===== src/rtl/fsm_launcher.sv =====
// Batch launcher: issues one out_run pulse per job, waits for in_done with a
// per-job watchdog, counts completions and reports finish or timeout.
module fsm_launcher #(
    parameter int CNT_W   = 8,
    parameter int TIMEOUT = 16,
    parameter int TMR_W   = 16
) (
    input  logic             clk,
    input  logic             rst_n,
    input  logic             in_start,
    input  logic [CNT_W-1:0] in_num,
    input  logic             in_done,
    output logic             out_run,
    output logic             out_busy,
    output logic             out_finish,
    output logic             out_timeout,
    output logic [CNT_W-1:0] out_count,
    output logic [2:0]       dbg_state
);

    typedef enum logic [2:0] {
        IDLE   = 3'd0,
        ISSUE  = 3'd1,
        WAIT   = 3'd2,
        FINISH = 3'd3,
        ERROR  = 3'd4
    } state_t;

    localparam logic [TMR_W-1:0] TMR_LAST = TMR_W'(TIMEOUT - 1);

    state_t           state;
    state_t           state_nxt;
    logic [TMR_W-1:0] timer;
    logic [CNT_W-1:0] num_r;
    logic [CNT_W-1:0] count_inc;

    // Worker handshake: out_run is a one-cycle request; the worker answers with
    // in_done, which is only honoured while waiting, so stale pulses are dropped.
    assign count_inc = out_count + 1'b1;

    always_comb begin
        state_nxt = IDLE;
        case (state)
            IDLE: begin
                if (in_start) begin
                    state_nxt = (in_num != '0) ? ISSUE : FINISH;
                end else begin
                    state_nxt = IDLE;
                end
            end
            ISSUE: state_nxt = WAIT;
            WAIT: begin
                if (in_done) begin
                    state_nxt = (count_inc == num_r) ? FINISH : ISSUE;
                end else if (timer == TMR_LAST) begin
                    state_nxt = ERROR;
                end else begin
                    state_nxt = WAIT;
                end
            end
            FINISH:  state_nxt = IDLE;
            ERROR:   state_nxt = IDLE;
            default: state_nxt = IDLE;
        endcase
    end

    always_ff @(posedge clk or negedge rst_n) begin
        if (!rst_n) begin
            state <= IDLE;
        end else begin
            state <= state_nxt;
        end
    end

    // Completion takes priority over the watchdog in the last WAIT cycle.
    always_ff @(posedge clk or negedge rst_n) begin
        if (!rst_n) begin
            timer     <= '0;
            num_r     <= '0;
            out_count <= '0;
        end else begin
            case (state)
                IDLE: begin
                    if (in_start) begin
                        out_count <= '0;
                        if (in_num != '0) begin
                            num_r <= in_num;
                        end
                    end
                end
                ISSUE: timer <= '0;
                WAIT: begin
                    if (in_done) begin
                        out_count <= count_inc;
                    end else if (timer != TMR_LAST) begin
                        timer <= timer + 1'b1;
                    end
                end
                default: ;
            endcase
        end
    end

    assign out_run     = (state == ISSUE);
    assign out_busy    = (state != IDLE);
    assign out_finish  = (state == FINISH);
    assign out_timeout = (state == ERROR);
    assign dbg_state   = state;

endmodule

===== config.mk =====
export PLATFORM = sky130hd
export DESIGN_NAME = fsm_launcher
export DESIGN_NICKNAME = d
export VERILOG_FILES = /design/src/rtl/fsm_launcher.sv
export SDC_FILE = /design/constraint.sdc
export NUM_CORES = 1
export LEC_CHECK = 0
export BUFFER_PORTS_ARGS = -buffer_cell sky130_fd_sc_hd__buf_2
export CAP_MARGIN = 25
export CORE_AREA = 2 2 71 73
export CTS_CLUSTER_SIZE = 16
export DETAILED_ROUTE_END_ITERATION = 7
export DIE_AREA = 0 0 73 75
export GPL_ROUTABILITY_DRIVEN = 0
export SLEW_MARGIN = 20
export SYNTH_ARGS = -nofsm -noshare
export SYNTH_HDL_FRONTEND = slang
export SYNTH_SLANG_ARGS = --single-unit

===== constraint.sdc =====
create_clock -name clk -period 1.95 [get_ports clk]
set_input_delay 0.39 -clock clk [delete_from_list [all_inputs] [get_ports clk]]
set_output_delay 0.39 -clock clk [all_outputs]
set_load 0.02 [all_outputs]

After elaboration in Yosys (flattened, before gate mapping)

Index checks and enable logic that the tools add are counted.

Add/subtract/negate cells: 2
Multiply operators: 0
Divide/modulo/power cells: 0
Magnitude comparators: 0
Equality and inequality tests: 11
Shift-type cells: 0
Multiplexer cells: 12
Bitwise gates (word level): 0
Reductions and logical operators: 8

Operators with widths:

| kind                    | count |
|---|---|
| $mux W16                | 2 |
| $pmux W16 S2            | 1 |
| $add A16 B1 Y16 const B | 1 |
| $eq A16 B4 Y1 const B   | 1 |
| $mux W8                 | 2 |
| $ne A16 B4 Y1 const B   | 1 |
| $pmux W8 S2             | 1 |
| $pmux W3 S3             | 1 |
| $reduce_and A3 Y1       | 3 |
| $add A8 B1 Y8 const B   | 1 |
| $eq A8 B8 Y1            | 1 |
| $ne A2 B2 Y1 const B    | 4 |
| $reduce_bool A8 Y1      | 1 |
| $eq A3 B2 Y1 const B    | 2 |
| $mux W2                 | 3 |
| $mux W3                 | 2 |
| $reduce_bool A2 Y1      | 2 |
| $eq A3 B1 Y1 const B    | 1 |
| $eq A3 B3 Y1 const B    | 1 |
| $logic_not A3 Y1        | 1 |
| $reduce_bool A3 Y1      | 1 |

Register bits after elaboration: 35
Latch bits: 0
Bits in writable memories: 0
Memory bits (read-only): 0
Input port bits: 12
Output and inout bits: 15
Logic and storage cells: 37
Memories: 0

Logic depth before layout (Yosys ltp)

Gate-level depths: netlist (run 1).

Depth in word-level cells: 5
Depth in mapped cells: 7
Gate-level depth less buffers: 6

Worst setup path before layout (run 1)

Ideal clock, no wire load.

Path kind: register -> register
Start point: reg state[1] (netlist: dbg_state[1])
End point: reg timer[8]
Library setup time: 78 ps
Arrival time: 2048 ps
Path slack: -176 ps
Cell stages (with the launch flop): 7
Period minus slack after synthesis: 2126 ps
Path through: dfrtp_1 > buf_4 > or4b_4 > or3_1 > buf_2 > or3_1 > a21oi_1

Cells in the longest elaborated chain, start to end: 3

Ends and longest elaborated chain:

| item                                                                | line | source |
|---|---|---|
| start, declared                                                     | 31   | `state_t state;` |
| start signal, assigned                                              | 71   | `state <= state_nxt;` |
| $eq A3 B2 Y1 / $eq A3 B1 Y1 (equally long branches)                 | 82   | `case (state)` |
| $ne A2 B2 Y1 (no line) / $reduce_bool A2 Y1 (equally long branches) | -    |  |
| $reduce_and A3 Y1 (no line)                                         | -    |  |
| end signal, assigned                                                | 96   | `timer <= timer + 1'b1;` |
| end, declared                                                       | 33   | `logic [TMR_W-1:0] timer;` |

Several ways; a longest one is shown, not always the timed one.
A chain may end at the register's enable or synchronous reset.

Final worst setup path (run 1)

Start point: reg state[2] (netlist: dbg_state[2])
End point: out out_run

Cells in the longest elaborated chain, start to end: 1

Ends and longest elaborated chain:

| item          | line | source |
|---|---|---|
| $eq A3 B1 Y1  | 104  | `assign out_run = (state == ISSUE);` |
| end, declared | 13   | `output logic out_run,` |

Every way passes these cells.

==> impl_metrics.py, run 1 <==
metrics = {
    "run_status": {
        "status": "complete, no violations",
    },
    "floorplan": {
        "io_pins": 27,
        "core_sq_mm": 0.00466,
        "die_w_um": 73,
        "rows": 25,
        "die_y_um": 75,
        "fp.dieArea_sq_mm": 0.00548,
        "initial_core_util_pct": 40.0,
    },
    "logic_synthesis": {
        "syn_area_sq_mm": 0.00186,
        "async_flop_share_pct": 100,
        "synth_commonest_cells": "dfrtp_1 (35), nor2_1 (25), nand2_1 (17), nand3_1 (17), xor2_1 (16)",
        "ys_seq_elements": 35,
        "synthCells": 196,
        "yosysMostFrequentCell": "dfrtp_1",
        "synth_edf_count": 0,
        "synth_seq_area_share_pct": 47.0,
        "avgSynthCellArea_sq_um": 9.51,
        "ys_top_cells_by_area": "dfrtp_1 (47%), xor2_1 (7.5%), nor2_1 (5.0%)",
        "syn_nets": 210,
        "ys_types": 37,
        "synth_flop_cell": "dfrtp_1",
        "synth.largest_area_cell": "dfrtp_1",
        "yosysTopAreaCellShare_pct": 47.0,
        "synth-warning-count": 0,
    },
    "route": {
        "routedWlPerCell_um": 14.1,
        "viasPerCell": 5.28,
        "first_pass_iters": 4,
        "vias": 1559,
        "ant_nets": 0,
        "wirelength_um": 4150,
        "drt_iter0_drc": 69,
        "drc": 0,
    },
    "final_layout": {
        "postLayoutCellArea_sq_mm": 0.00233,
        "n_antenna_cell": 0,
        "drive_above_1_share_pct": 28.6,
        "multi_input_area_sq_um": 967,
        "fill_cells": 446,
        "syn2layout_area_growth_pct": 24.8,
        "nets": 254,
        "regArea_sq_um": 880,
    },
    "pwr": {
        "internal_power_w": 0.00180,
        "p_leak_nw": 1.09,
        "seqPwrFrac_pct": 36.9,
        "pwr_density_cell_mw_per_mm2": 1160,
        "switching_share_pct": 33.5,
        "p_comb_share_pct": 33.9,
        "ir_drop_v": 0.000626,
        "switching_power_w": 0.000905,
        "power_frac_clock_pct": 29.2,
    },
    "worst_setup_path": {
        "start_kind": "flop",
        "r2r_start": "dbg_state[2]$_DFF_PN0_",
        "worstPathArrival_ns": 1.47,
        "ff2ff_setup_slack_ns": 0.10,
        "cp.required_ns": 1.56,
        "ff2ff_path_depth": 5,
        "critPathKind": "flop to output port",
        "r2r_end": "timer[12]$_DFFE_PN0P_",
        "worst-path-max-fanout": 7,
        "crit_path_end_kind": "output port",
    },
    "clocking": {
        "cts.sinks": 35,
        "h-tree-depth": 2,
        "cts_buffers": 5,
        "postCtsSetupBuffers": 0,
        "cts_root_buf": "clkbuf_8",
        "hold_buffers": 0,
        "clk_path_buf_depth": 2,
        "insertion_delay_ns": 0.29,
        "path_clk_slew_ns": 0.08,
        "cts_tree": "done",
    },
    "placement": {
        "portBuffers": 26,
        "hpwlAfterDp_um": 3060,
        "dpl_cell_area_sq_mm": 0.00218,
        "pre_cts_slack_ns": -0.101,
    },
    "timing": {
        "fin_crit_sh_pct": 95.2,
        "setup_slack_ns": 0.0929,
        "setup_viol": 0,
        "finalClockSkew_ns": 0.00477,
        "slew_headroom_pct": 65.7,
        "max_freq_mhz": 538,
        "tightest_slew_ns": 0.509,
        "rsz0062_at_grt": "no",
        "slew_violations": 0,
        "layout_min_cycle_time_ns": 1.86,
        "hold_violations": 0,
        "finalSetupTns_ns": 0,
    },
    "global_routing": {
        "antenna_found_initial": 0,
        "grt_max_degree": 18,
        "gr-usage-all-layers_pct": 16.9,
        "grt_pass1_wl_um": 7010,
        "overflow": 0,
        "grt_pass1_vias": 1496,
    },
    "min_path": {
        "min_path_type": "primary input to async pin",
    },
    "run": {
        "maxCapViolCount": 0,
    },
}
## cell families after synthesis
logic type               after synthesis  synth area share (%)
AO/OA/AOI/OAI                         25                  8.59
XOR/XNOR                              25                  11.7
adder cells (fa/ha/maj)                2                  1.34
buffers and inverters                 11                  2.48
flip-flops                            35                  47.0
multiplexers                           7                  4.23
AND/OR/NAND/NOR                       91                  24.6
## layout make-up
cell class | count | area share [%]
Inverter | 5 | 0.806
Tap cell | 54 | 2.90
Multi-Input combinational cell | 150 | 41.6
Timing Repair Buffer | 43 | 11.1
Sequential cell | 35 | 37.8
Clock buffer | 5 | 2.96
Clock inverter | 3 | 2.90
## power groups by stage
stage / combinational (W) / clock (W) / sequential, W
2_1_floorplan: 0.000552 / 0 / 0.00102
3_3_place_gp: 0.000901 / 0 / 0.00101
3_5_place_dp: 0.000911 / 0 / 0.00101
4_1_cts: 0.000924 / 0.000804 / 0.000997
5_1_grt: 0.00102 / 0.000831 / 0.00102
6_report: 0.000916 / 0.000790 / 0.000998
## routing by layer
| layer | up-vias | share of wire, % | track usage [%] |
|---|---|---|---|
| met5 | - | 0 | 0 |
| met3 | 4 | 4.5 | 4.55 |
| met2 | 33 | 43 | 24.7 |
| li1 | 778 | - | - |
| met4 | 0 | 1.4 | 5.76 |
| met1 | 744 | 51 | 24.3 |
## registers in the layout, summed over array words and instances (netlist names)
signal / flops
out_count: 8
timer: 16
num_r: 8
dbg_state: 3
## worst max-delay path: stages (launching register included)
cell and delay, ns:
dfrtp_2 0.40, buf_4 0.16, nor3b_2 0.37, buf_2 0.24
## through the flow
stage          hold WS (ns)  cells  utilization (%)  power (W)
2_1_floorplan        0.0944    196                -    0.00157
3_3_place_gp          0.326    287             46.7    0.00191
3_5_place_dp          0.336    287             46.7    0.00192
4_1_cts              0.0130    295             49.7    0.00272
5_1_grt              0.0304    295             49.9    0.00287
6_report            0.00566    295             49.9    0.00270
## layout by cell type, fill, tap and decap left out, types with 2 or more instances in the layout
cell and instances:
a21oi_1 3, nand2_1 17, o21ai_0 12, dfrtp_2 3, xnor2_1 9, nand3_1 17
and3_1 5, nand4_1 5, buf_4 17, or3_1 3, buf_2 26, nor3_2 3
ha_1 2, mux2_2 7, nor2_1 25, bufinv_16 2, dfrtp_1 32, xor2_1 16
inv_1 5, nor4_1 6, clkbuf_8 5
## what timing repair did
item | CTS | global route
resized for setup | 1 | 2
pin swaps | 0 | 0
setup endpoints to repair | 1 | 3
gates cloned | 0 | 0
## how the worst max path moves through the flow
stage               cells after the start  slack [ns]                    end              startpoint
floorplan                               7       -0.04  timer[12]$_DFFE_PN0P_  dbg_state[1]$_DFF_PN0_
global route                            5       0.007               out_busy  dbg_state[2]$_DFF_PN0_
detailed placement                      5       -0.10   timer[8]$_DFFE_PN0P_                 in_done
CTS                                     4        0.03   timer[8]$_DFFE_PN0P_  dbg_state[2]$_DFF_PN0_
finish                                  3        0.09                out_run  dbg_state[2]$_DFF_PN0_
global placement                        8       -0.06  timer[13]$_DFFE_PN0P_                 in_done
Power figures use the tool's default switching activity.
==> run 2, diff against run 1 <==
- BUFFER_PORTS_ARGS: -buffer_cell sky130_fd_sc_hd__buf_2 -> default
- CORE_AREA: 2 2 71 73 -> 2 2 68 70
- DIE_AREA: 0 0 73 75 -> 0 0 70 72
- DONT_BUFFER_PORTS: default -> 1
- PLACE_DENSITY_LB_ADDON: default -> 0.2
==> run 2 against run 1 <==
Effect of this change: design area down 4.9%; fmax down 0.80%; sequential power down 0.9%; critical endpoint is now timer[8]$_DFFE_PN0P_; largest cell class unchanged.
==> impl_metrics.py, run 2 (same netlist as run 1, synthesis figures left out) <==
metrics = {
    "floorplan": {
        "die_y_um": 72,
        "fp.dieArea_sq_mm": 0.00504,
        "core_sq_mm": 0.00426,
        "initial_core_util_pct": 43.7,
        "die_w_um": 70,
        "rows": 24,
        "io_pins": 27,
    },
    "final_layout": {
        "layout_common_cells": "dfrtp_1 (32), nor2_1 (25), buf_4 (18)",
        "drive_above_1_share_pct": 20.6,
        "top_regs": "timer x16, num_r x8, out_count x8",
        "top_register": "timer",
        "n_antenna_cell": 0,
        "syn2layout_area_growth_pct": 18.7,
        "nets": 231,
        "largest_register_ffs": 16,
        "final_common_cell": "dfrtp_1",
    },
    "timing": {
        "holdWs_ns": 0.249,
        "setup_slack_ns": 0.0780,
        "slew_headroom_pct": 63.6,
        "layout_min_cycle_time_ns": 1.87,
        "rsz0062_at_grt": "no",
        "setup_viol": 0,
        "hold_violations": 0,
        "fin_crit_sh_pct": 96.0,
        "finalClockSkew_ns": 0.00258,
        "tightest_slew_ns": 0.541,
        "slew_violations": 0,
        "max_freq_mhz": 534,
    },
    "placement": {
        "portBuffers": 0,
        "pre_cts_slack_ns": 0.0229,
        "hpwlAfterDp_um": 3020,
    },
    "clocking": {
        "cts.sinks": 35,
        "path_clk_slew_ns": 0.07,
        "cts_root_buf": "clkbuf_8",
        "h-tree-depth": 2,
        "insertion_delay_ns": 0.29,
        "cts_tree": "done",
        "clk_path_buf_depth": 2,
        "cts_buffers": 5,
    },
    "pwr": {
        "p_leak_nw": 0.987,
        "ir_drop_v": 0.000533,
        "pwr_density_cell_mw_per_mm2": 1150,
    },
    "route": {
        "drt_iter0_drc": 138,
        "first_pass_iters": 4,
        "top_layer_used": "met4",
        "met3_length_um": 226,
        "vias": 1515,
        "drc": 0,
        "viasPerCell": 5.61,
        "met1_length_um": 2020,
        "ant_nets": 0,
        "wirelength_um": 4190,
        "routedWlPerCell_um": 15.5,
        "met2WireLength_um": 1870,
    },
    "worst_setup_path": {
        "critPathKind": "flop to flop",
        "cp_cell_sequence": "or4b_4, or3_4, or3_1, a21oi_1",
        "worstPathArrival_ns": 2.09,
        "cp.required_ns": 2.16,
        "worst-path-max-fanout": 6,
        "r2r_start": "dbg_state[2]$_DFF_PN0_",
        "crit_path_end_kind": "flop",
        "crit_slowest_cell": "or4b_4",
        "crit_path_start": "dbg_state[2]$_DFF_PN0_",
        "start_kind": "flop",
        "critPathTopFamily": "simple AND/OR/NAND/NOR gates",
        "slowest_delay_ns": 0.54,
        "cp_num_buf_inv": 0,
    },
    "global_routing": {
        "antenna_found_initial": 0,
        "grt_pass1_vias": 1502,
        "grt_max_degree": 36,
        "gr-usage-all-layers_pct": 18.0,
        "overflow": 0,
        "grt_pass1_wl_um": 7150,
    },
    "min_path": {
        "min_path_type": "primary input to flop",
        "worstHoldStart": "in_num[4]",
    },
    "run_status": {
        "status": "complete, no violations",
    },
    "run": {
        "maxCapViolCount": 0,
    },
}
-- run 2: cell type report --
type	instances	area, sq um
fillers	397	2050
clock inverters	2	35.0
flip-flops and latches	35	880
clock buffers	6	82.6
multi-input cells	150	966
repair buffers	20	165
well taps	52	65.1
inverters	5	18.8
-- run 2: power by group --
| group | switching (W) | total [W] | internal, W |
|---|---|---|---|
| combinational | 0.000494 | 0.000876 | 0.000382 |
| sequential | 0.000124 | 0.000989 | 0.000865 |
| clock | 0.000261 | 0.000674 | 0.000413 |
-- run 2: path summary, 6_finish.rpt --
path | cells past startpoint | to | slack [ns]
max | 4 | timer[8]$_DFFE_PN0P_ | 0.08
min in group asynchronous | 2 | dbg_state[2]$_DFF_PN0_ | 0.58
min | 1 | num_r[4]$_DFFE_PN0P_ | 0.25
min reg2reg | 1 | num_r[4]$_DFFE_PN0P_ | 0.55
max reg2reg | 4 | timer[8]$_DFFE_PN0P_ | 0.08
max in group asynchronous | 2 | dbg_state[0]$_DFF_PN0_ | 1.17
-- run 2: worst reg2reg max path, stage by stage (launching register included) --
cell and delay [ns]:
dfrtp_2 0.40, or4b_4 0.54, or3_4 0.42, or3_1 0.31
a21oi_1 0.13
-- run 2: metrics by stage --
step | setup TNS, ns | std cells | power, W | area, sq um | util (%)
CTS | 0 | 270 | 0.00255 | 2200 | 51.6
finish | 0 | 270 | 0.00254 | 2210 | 51.9
detailed placement | 0 | 260 | 0.00184 | 2050 | 48.1
global placement | 0 | 260 | 0.00182 | 2050 | 48.1
global route | 0 | 270 | 0.00270 | 2210 | 51.9
floorplan | -0.0764 | 196 | 0.00157 | 1880 | -
-- run 2: per-layer routing --
metal | track usage [%] | up-vias
met5 | 0 | -
met4 | 8.55 | 0
met3 | 4.31 | 8
met2 | 26.5 | 44
met1 | 25.1 | 730
li1 | - | 733
-- run 2: repair_timing --
| item | CTS | global route |
|---|---|---|
| gates resized for setup | 0 | 3 |
| endpoints found under the hold margin | 35 | 0 |
| endpoints found under the setup margin | 0 | 13 |
| setup buffers | 0 | 0 |
| hold buffers | 2 | 0 |
